<file path="config.mk">
export PLATFORM = sky130hd
export DESIGN_NAME = prio_scan_encoder
export DESIGN_NICKNAME = d
export VERILOG_FILES = /design/src/rtl/prio_scan_pkg.sv /design/src/rtl/prio_enc.sv /design/src/rtl/prio_scan_encoder.sv
export SDC_FILE = /design/constraint.sdc
export NUM_CORES = 1
export LEC_CHECK = 0
export BUFFER_PORTS_ARGS = -buffer_cell sky130_fd_sc_hd__buf_2
export CORE_MARGIN = 1
export CORE_UTILIZATION = 56
export DETAILED_ROUTE_END_ITERATION = 16
export MAX_ROUTING_LAYER = met4
export PLACE_DENSITY_LB_ADDON = 0.08
export SLEW_MARGIN = 20
export SYNTH_ARGS = -nofsm -noshare
export SYNTH_HDL_FRONTEND = slang
export SYNTH_SLANG_ARGS = --single-unit
</file>
<file path="constraint.sdc">
create_clock -name clk -period 5.76 [get_ports clk]
set_input_delay 1.152 -clock clk [delete_from_list [all_inputs] [get_ports clk]]
set_output_delay 1.152 -clock clk [all_outputs]
set_load 0.005 [all_outputs]
</file>
<file path="src/rtl/prio_scan_pkg.sv">
// Shared types and helpers for the priority scan encoder.
package prio_scan_pkg;

  localparam int MAX_WIDTH = 64;

  typedef enum logic [0:0] {
    IDLE = 1'b0,
    SCAN = 1'b1
  } state_t;

  // True when at most one bit of vec is set (clearing the lowest set bit leaves zero).
  function automatic logic onehot_or_zero(input logic [MAX_WIDTH-1:0] vec);
    return ((vec & (vec - 64'd1)) == 64'd0);
  endfunction

endpackage

</file>
<file path="src/rtl/prio_enc.sv">
// Combinational priority encoder: lowest or highest set index of vec, plus a nonzero flag.
module prio_enc #(
  parameter int WIDTH     = 8,
  parameter bit MSB_FIRST = 1'b0,
  localparam int IDXW     = $clog2(WIDTH)
) (
  input  logic [WIDTH-1:0] vec,
  output logic [IDXW-1:0]  idx,
  output logic             any
);

  // Ascending scan: first hit wins for LSB-first, last hit wins for MSB-first.
  always_comb begin
    idx = '0;
    any = 1'b0;
    for (int i = 0; i < WIDTH; i++) begin
      idx = (vec[i] && (MSB_FIRST || !any)) ? IDXW'(i) : idx;
      any = any | vec[i];
    end
  end

endmodule

</file>
<file path="src/rtl/prio_scan_encoder.sv">
// Accepts a request vector and streams the index of each set bit, one per handshake, in priority order.
module prio_scan_encoder
  import prio_scan_pkg::*;
#(
  parameter int WIDTH     = 8,
  parameter bit MSB_FIRST = 1'b0,
  localparam int IDXW     = $clog2(WIDTH)
) (
  input  logic             clk,
  input  logic             rst_n,
  input  logic             flush,
  input  logic             in_valid,
  output logic             in_ready,
  input  logic [WIDTH-1:0] in_vec,
  output logic             out_valid,
  input  logic             out_ready,
  output logic [IDXW-1:0]  out_idx,
  output logic             out_last,
  output logic             none,
  output logic             busy
);

  state_t           state_r, next_state_s;
  logic [WIDTH-1:0] pending_r, next_pending_s;
  logic             none_r, next_none_s;
  logic [IDXW-1:0]  enc_idx_s;
  logic             enc_any_s;
  logic [WIDTH-1:0] clr_mask_s;
  logic             out_valid_s, out_last_s, in_ready_s;
  logic             in_hs_s, out_hs_s, in_nonzero_s;

  prio_enc #(
    .WIDTH     (WIDTH),
    .MSB_FIRST (MSB_FIRST)
  ) u_enc (
    .vec (pending_r),
    .idx (enc_idx_s),
    .any (enc_any_s)
  );

  assign out_valid_s  = (state_r == SCAN);
  assign out_last_s   = out_valid_s & enc_any_s & onehot_or_zero(MAX_WIDTH'(pending_r));
  assign out_hs_s     = out_valid_s & out_ready;
  assign in_ready_s   = (state_r == IDLE) | (out_hs_s & out_last_s);
  assign in_hs_s      = in_valid & in_ready_s;
  assign in_nonzero_s = (in_vec != '0);

  // One-hot mask of the bit being retired on this beat.
  always_comb begin
    clr_mask_s = '0;
    for (int i = 0; i < WIDTH; i++) begin
      clr_mask_s[i] = (enc_idx_s == IDXW'(i));
    end
  end

  // Next-state, pending and none-pulse logic; flush overrides every handshake.
  always_comb begin
    next_state_s   = state_r;
    next_pending_s = pending_r;
    next_none_s    = 1'b0;
    if (flush) begin
      next_state_s   = IDLE;
      next_pending_s = '0;
    end else begin
      case (state_r)
        IDLE: begin
          if (in_hs_s && in_nonzero_s) begin
            next_state_s   = SCAN;
            next_pending_s = in_vec;
          end else if (in_hs_s) begin
            next_none_s = 1'b1;
          end else begin
            next_state_s = IDLE;
          end
        end
        SCAN: begin
          if (out_hs_s && out_last_s) begin
            next_state_s   = IDLE;
            next_pending_s = '0;
            if (in_hs_s && in_nonzero_s) begin
              next_state_s   = SCAN;
              next_pending_s = in_vec;
            end else if (in_hs_s) begin
              next_none_s = 1'b1;
            end else begin
              next_state_s = IDLE;
            end
          end else if (out_hs_s) begin
            next_pending_s = pending_r & ~clr_mask_s;
          end else begin
            next_state_s = SCAN;
          end
        end
        default: begin
          next_state_s   = IDLE;
          next_pending_s = '0;
        end
      endcase
    end
  end

  // State, pending vector and zero-vector pulse registers.
  always_ff @(posedge clk or negedge rst_n) begin
    if (!rst_n) begin
      state_r   <= IDLE;
      pending_r <= '0;
      none_r    <= 1'b0;
    end else begin
      state_r   <= next_state_s;
      pending_r <= next_pending_s;
      none_r    <= next_none_s;
    end
  end

  assign in_ready  = in_ready_s;
  assign out_valid = out_valid_s;
  assign out_idx   = out_valid_s ? enc_idx_s : '0;
  assign out_last  = out_last_s;
  assign none      = none_r;
  assign busy      = out_valid_s;

endmodule

</file>
# --- Word-level counts from Yosys, hierarchy flattened ---
# Cells that the tools add are included.
word_totals:
  register_bits: 10
  word_cells: 73
  output_inout_bits: 8
  in_bits: 13
classes:
  reduce_logical: 20
  muxes: 23
  eq_ne: 9
  add_sub_neg: 1
  n_bitwise: 17
ops:
  columns: ["op", "n"]
  rows:
  - ["8-bit by 64-bit bitwise AND with 64-bit output", 1]
  - ["64-bit zero test", 1]
  - ["8-bit two-way mux", 5]
  - ["3-bit two-way mux", 7]
  - ["8-bit case mux with 2 select lines", 1]
  - ["3-bit equality test, second input constant", 4]
  - ["1-bit logical AND", 9]
  - ["8-bit by 1-bit subtractor with 9-bit output, second input constant", 1]
  - ["8-bit bitwise AND", 1]
  - ["1-bit two-way mux", 8]
  - ["8-bit NOT", 1]
  - ["1-bit bitwise OR", 8]
  - ["8-bit nonzero test", 1]
  - ["1-bit zero test", 7]
  - ["3-bit by 2-bit equality test with 1-bit output, second input constant", 2]
  - ["1-bit bitwise AND", 5]
  - ["4-bit by 2-bit inequality test with 1-bit output, second input constant", 1]
  - ["1-bit case mux with 2 select lines", 2]
  - ["3-bit by 1-bit equality test with 1-bit output, second input constant", 1]
  - ["3-bit zero test", 1]
  - ["3-bit by 2-bit inequality test with 1-bit output, second input constant", 1]
  - ["2-bit AND reduction", 1]
  - ["1-bit NOT", 1]

# --- Depth between registers and ports, before layout ---
logic_depth:
  depth_word: 17
  ltp_mapped: 6
  depth_no_buf: 5

# --- Hierarchy ---
# From an unflattened synthesis, not the netlist that was laid out.
hier_totals:
  cells_unflattened: 113
  area_unflattened_um2: 907.1
modules_own_cells:
  columns: ["module", "area_each_um2", "cells_per_inst", "seq_area_each_um2", "n_inst"]
  rows:
  - ["prio_scan_encoder", 823.3, 99, 250.2, 1]
  - ["prio_enc", 83.8, 14, 0.0, 1]

# --- Least setup slack after synthesis ---
# No wires, ideal clock.
synth_timing:
  path_type: "flip-flop to output port"
  start: "register pending_r[2]"
  end: "output port in_ready"
  t_arrival_ps: 1551
  stages_incl_launch_ff: 7
  path_slack_ps: 3057
  cell_sequence: "dfrtp_1 -> buf_6 -> or3_2 -> nor2_1 -> nand3_1 -> a21oi_2 -> a21bo_2"
synth_between:
  elab_chain_len: 10
  word_cells_on_any_way: 13
  cone_classes: "1 x add/sub; 11 x bitwise; 1 x reduce/logical"
synth_lines:
  columns: ["element", "line_no", "source"]
  rows:
  - ["start: declaration", "prio_scan_encoder.sv:24", "logic [WIDTH-1:0] pending_r, next_pending_s;"]
  - ["start signal: assignment", "prio_scan_encoder.sv:110", "pending_r <= next_pending_s;"]
  - ["parallel branches: the longest is 7 deep, another holds 8-bit by 1-bit subtractor with 9-bit output", null, null]
  - ["1-bit bitwise AND (*)", "prio_scan_encoder.sv:42", "assign out_last_s = out_valid_s & enc_any_s & onehot_or_zero(MAX_WIDTH'(pending_r));"]
  - ["named net out_last", "prio_scan_encoder.sv:18", "output logic out_last,"]
  - ["1-bit bitwise AND (*)", "prio_scan_encoder.sv:44", "assign in_ready_s = (state_r == IDLE) | (out_hs_s & out_last_s);"]
  - ["1-bit bitwise OR (*)", "prio_scan_encoder.sv:44", null]
  - ["end: declaration", "prio_scan_encoder.sv:13", "output logic in_ready,"]
# Mark *: on every way through the listed nets, which the timed path passes.

# --- Worst setup path after layout ---
layout_timing:
  start: "register pending_r[4]"
  end: "output port in_ready"
layout_between:
  elab_chain_len: 8
  word_cells_on_any_way: 11
  cone_classes: "1 x add/sub; 9 x bitwise; 1 x reduce/logical"
layout_lines:
  columns: ["element", "line_no"]
  rows:
  - ["parallel branches: the longest is 5 deep, another holds 8-bit by 1-bit subtractor with 9-bit output", null]
  - ["1-bit bitwise AND (*)", "prio_scan_encoder.sv:42"]
  - ["1-bit bitwise AND (*)", "prio_scan_encoder.sv:44"]
  - ["1-bit bitwise OR (*)", "prio_scan_encoder.sv:44"]
# Every way passes the cells marked *.

==> metrics <==
Pwr Density 224.0 nW/um^2; Finished Cell Area 967.2 um^2; Seq/Total Area, Yosys 0.2837; P_leak 0.0004240 uW; fill cell count 113; Clock Skew 8.438 ps; Mapped Avg Cell Area 9.001 um^2; Placed Cells 126; period utilization 0.5701; Hold WC Path Type reg2reg; post-synth top area cell dfrtp_1; PortBufs 20; Die ar. 1738 um^2; # resized after CTS 0; row cnt 13; Internal 144.8 uW; Hold Buf Count CTS 0; Hold Fails Final Rpt 0; CTS Sinks 10; Yosys cell types 49; critical path launch point type register; Synth-to-Final Area Change 9.645%; Final Max Slew Viols 0; min Tclk post-route 3284 ps; core area 1383 um^2; wirelength, routed 2.170 mm; total number of yosys warnings 0; Storage cell area 250.2 um^2; Logic pwr share 0.305; largest net degree at the start of global routing 19; Worst EP arrival 2130 ps; share of the synthesized area in the top cell type 0.2837; n_diodes 0; DRC viols 0; vias in the first global route 761; ranking of synthesized cells by area dfrtp_1 (28%), buf_6 (5.1%), nor2_1 (4.3%), nand2_1 (3.4%), a21oi_2 (3.0%); final count of negative-setup-slack endpoints 0; Layout Cells excl Fill 130; sw frac 0.3316; clock share of power 0.284; Main synth FF type dfrtp_1; Setup TNS 0 ps; DR iter-0 viols 38; Crit Path Category reg2out; Worst-Margin Slew 514.9 ps; Die W 41.69 um; Ports 21; ys async rst share 1.000; Post-CTS Setup Inserts 0; Worst Path Required 4610 ps; Max Root-Sink Buffers 2; Die H 41.69 um; Initial Utilization 0.6380; CTS Buf Count 3; Placed Area 930.9 um^2; first-pass GRT wire length 3.450 mm; relative slew slack 0.6541; Root Driver clkbuf_4; drt pass-1 iters 4; wire per inst 16.69 um; grt total ovfl 0; Max Fclk 304.5 MHz; Post-synth EDFFs 0; status finished, final reports clean; CP Capture Type primary output; initial antenna violation count 0; cell area after synthesis 882.1 um^2; max_cap viols 0; share of layout cells above drive strength 1 0.3826; Syn Nets 111; Post-DP HPWL 1.581 mm; Clk Latency, worst-skew pair 270 ps; GRT Overall Usage 0.2654; RSZ-0062 raised after global routing no; GPL Wtd Cong 0.9713; Psw 71.83 uW; H-tree depth 1; cells after synthesis 98; remaining antenna violation count 0; vias 875; Reg power frac 0.411; clock transition at the registers of the reported paths 60 ps; fin nets 129; area of the multi-input gates 550.5 um^2; CTS tree yes; vias per cell 6.731; peak fanout along the critical path 10; top cells by count, synth dfrtp_1 (10), nor2_1 (10), nand2_1 (8), o21ai_0 (5); FF+latch count, synth 10; Worst VDD drop 170.7 uV
==> through the flow <==
| step | setup slack [ps] | util | hold WS, ps | power (uW) |
|---|---|---|---|---|
| 2_1_floorplan | 3057 | - | 543.7 | 138.6 |
| 3_3_place_gp | 2816 | 0.6733 | 668.0 | 153.4 |
| 3_5_place_dp | 2795 | 0.6733 | 663.4 | 154.5 |
| 4_1_cts | 2497 | 0.6995 | 677.4 | 217.8 |
| 5_1_grt | 2376 | 0.6995 | 692.2 | 228.1 |
| 6_report | 2476 | 0.6995 | 694.7 | 216.6 |
==> layout make-up <==
| type | count | area share |
|---|---|---|
| inverter | 3 | 0.01164 |
| clock buffer | 4 | 0.03752 |
| tap | 15 | 0.01940 |
| multi-input combinational | 78 | 0.5692 |
| timing repair buffer | 20 | 0.1035 |
| sequential | 10 | 0.2587 |
==> final timing paths <==
path,end,slack [ps],start,cells after the start
worst max-delay path,in_ready,2480,pending_r[4]$_DFFE_PN0P_,6
worst min register to register,pending_r[7]$_DFFE_PN0P_,690,pending_r[7]$_DFFE_PN0P_,1
max in group asynchronous,pending_r[5]$_DFFE_PN0P_,4820,rst_n,1
worst max register to register,pending_r[4]$_DFFE_PN0P_,3710,pending_r[4]$_DFFE_PN0P_,5
worst min-delay path,pending_r[7]$_DFFE_PN0P_,690,pending_r[7]$_DFFE_PN0P_,1
min in group asynchronous,pending_r[2]$_DFFE_PN0P_,740,rst_n,1
==> metal layers <==
layer	part of all wire	global-route usage	vias to the layer above
met5	0	-	-
met1	0.42	0.3507	405
met4	0.015	0.1032	0
li1	-	-	411
met3	0.11	0.08261	4
met2	0.45	0.3781	55
==> worst max-delay path, cell delays in order (launching register included) <==
cell and delay [ps]:
dfrtp_1 510, nor4_4 400, nor4_2 70, a211oi_2 390, a21oi_2 150, a21bo_2 230, buf_2 120
==> registers in the layout, summed over array words and instances (netlist names) <==
name	flops
none	1
busy	1
pending_r	8
==> cells in the final DEF (no fill, tap or decap), drive strengths merged, types with 2 or more instances in the layout <==
cell     count
o2bb2ai      2
a22o         3
nand2b       2
inv          3
nor4b        2
buf         20
nor2        10
clkbuf       4
dfrtp       10
a21oi        7
a211oi       3
nand2        8
nor2b        2
a221o        2
a22oi        2
o21ai        6
nor4         4
nor3         4
==> power groups by stage <==
stage / Clock (uW) / Sequential [uW] / Combinational [uW]
2_1_floorplan: 0 / 81.0 / 57.6
3_3_place_gp: 0 / 89.7 / 63.7
3_5_place_dp: 0 / 89.7 / 64.7
4_1_cts: 64.2 / 88.3 / 65.3
5_1_grt: 66.3 / 89.6 / 72.2
6_report: 61.6 / 89.1 / 66.0
==> kinds of logic (layout without fill, tap and decap cells) <==
family,Yosys count,in the layout,synth area share
AO/OA/AOI/OAI,35,35,0.3121
buffers and inverters,10,27,0.09219
flip-flops,10,10,0.2837
multiplexers,1,1,0.01277
AND/OR/NAND/NOR,42,42,0.2993
Note: power is estimated with default switching activity, not from simulation.
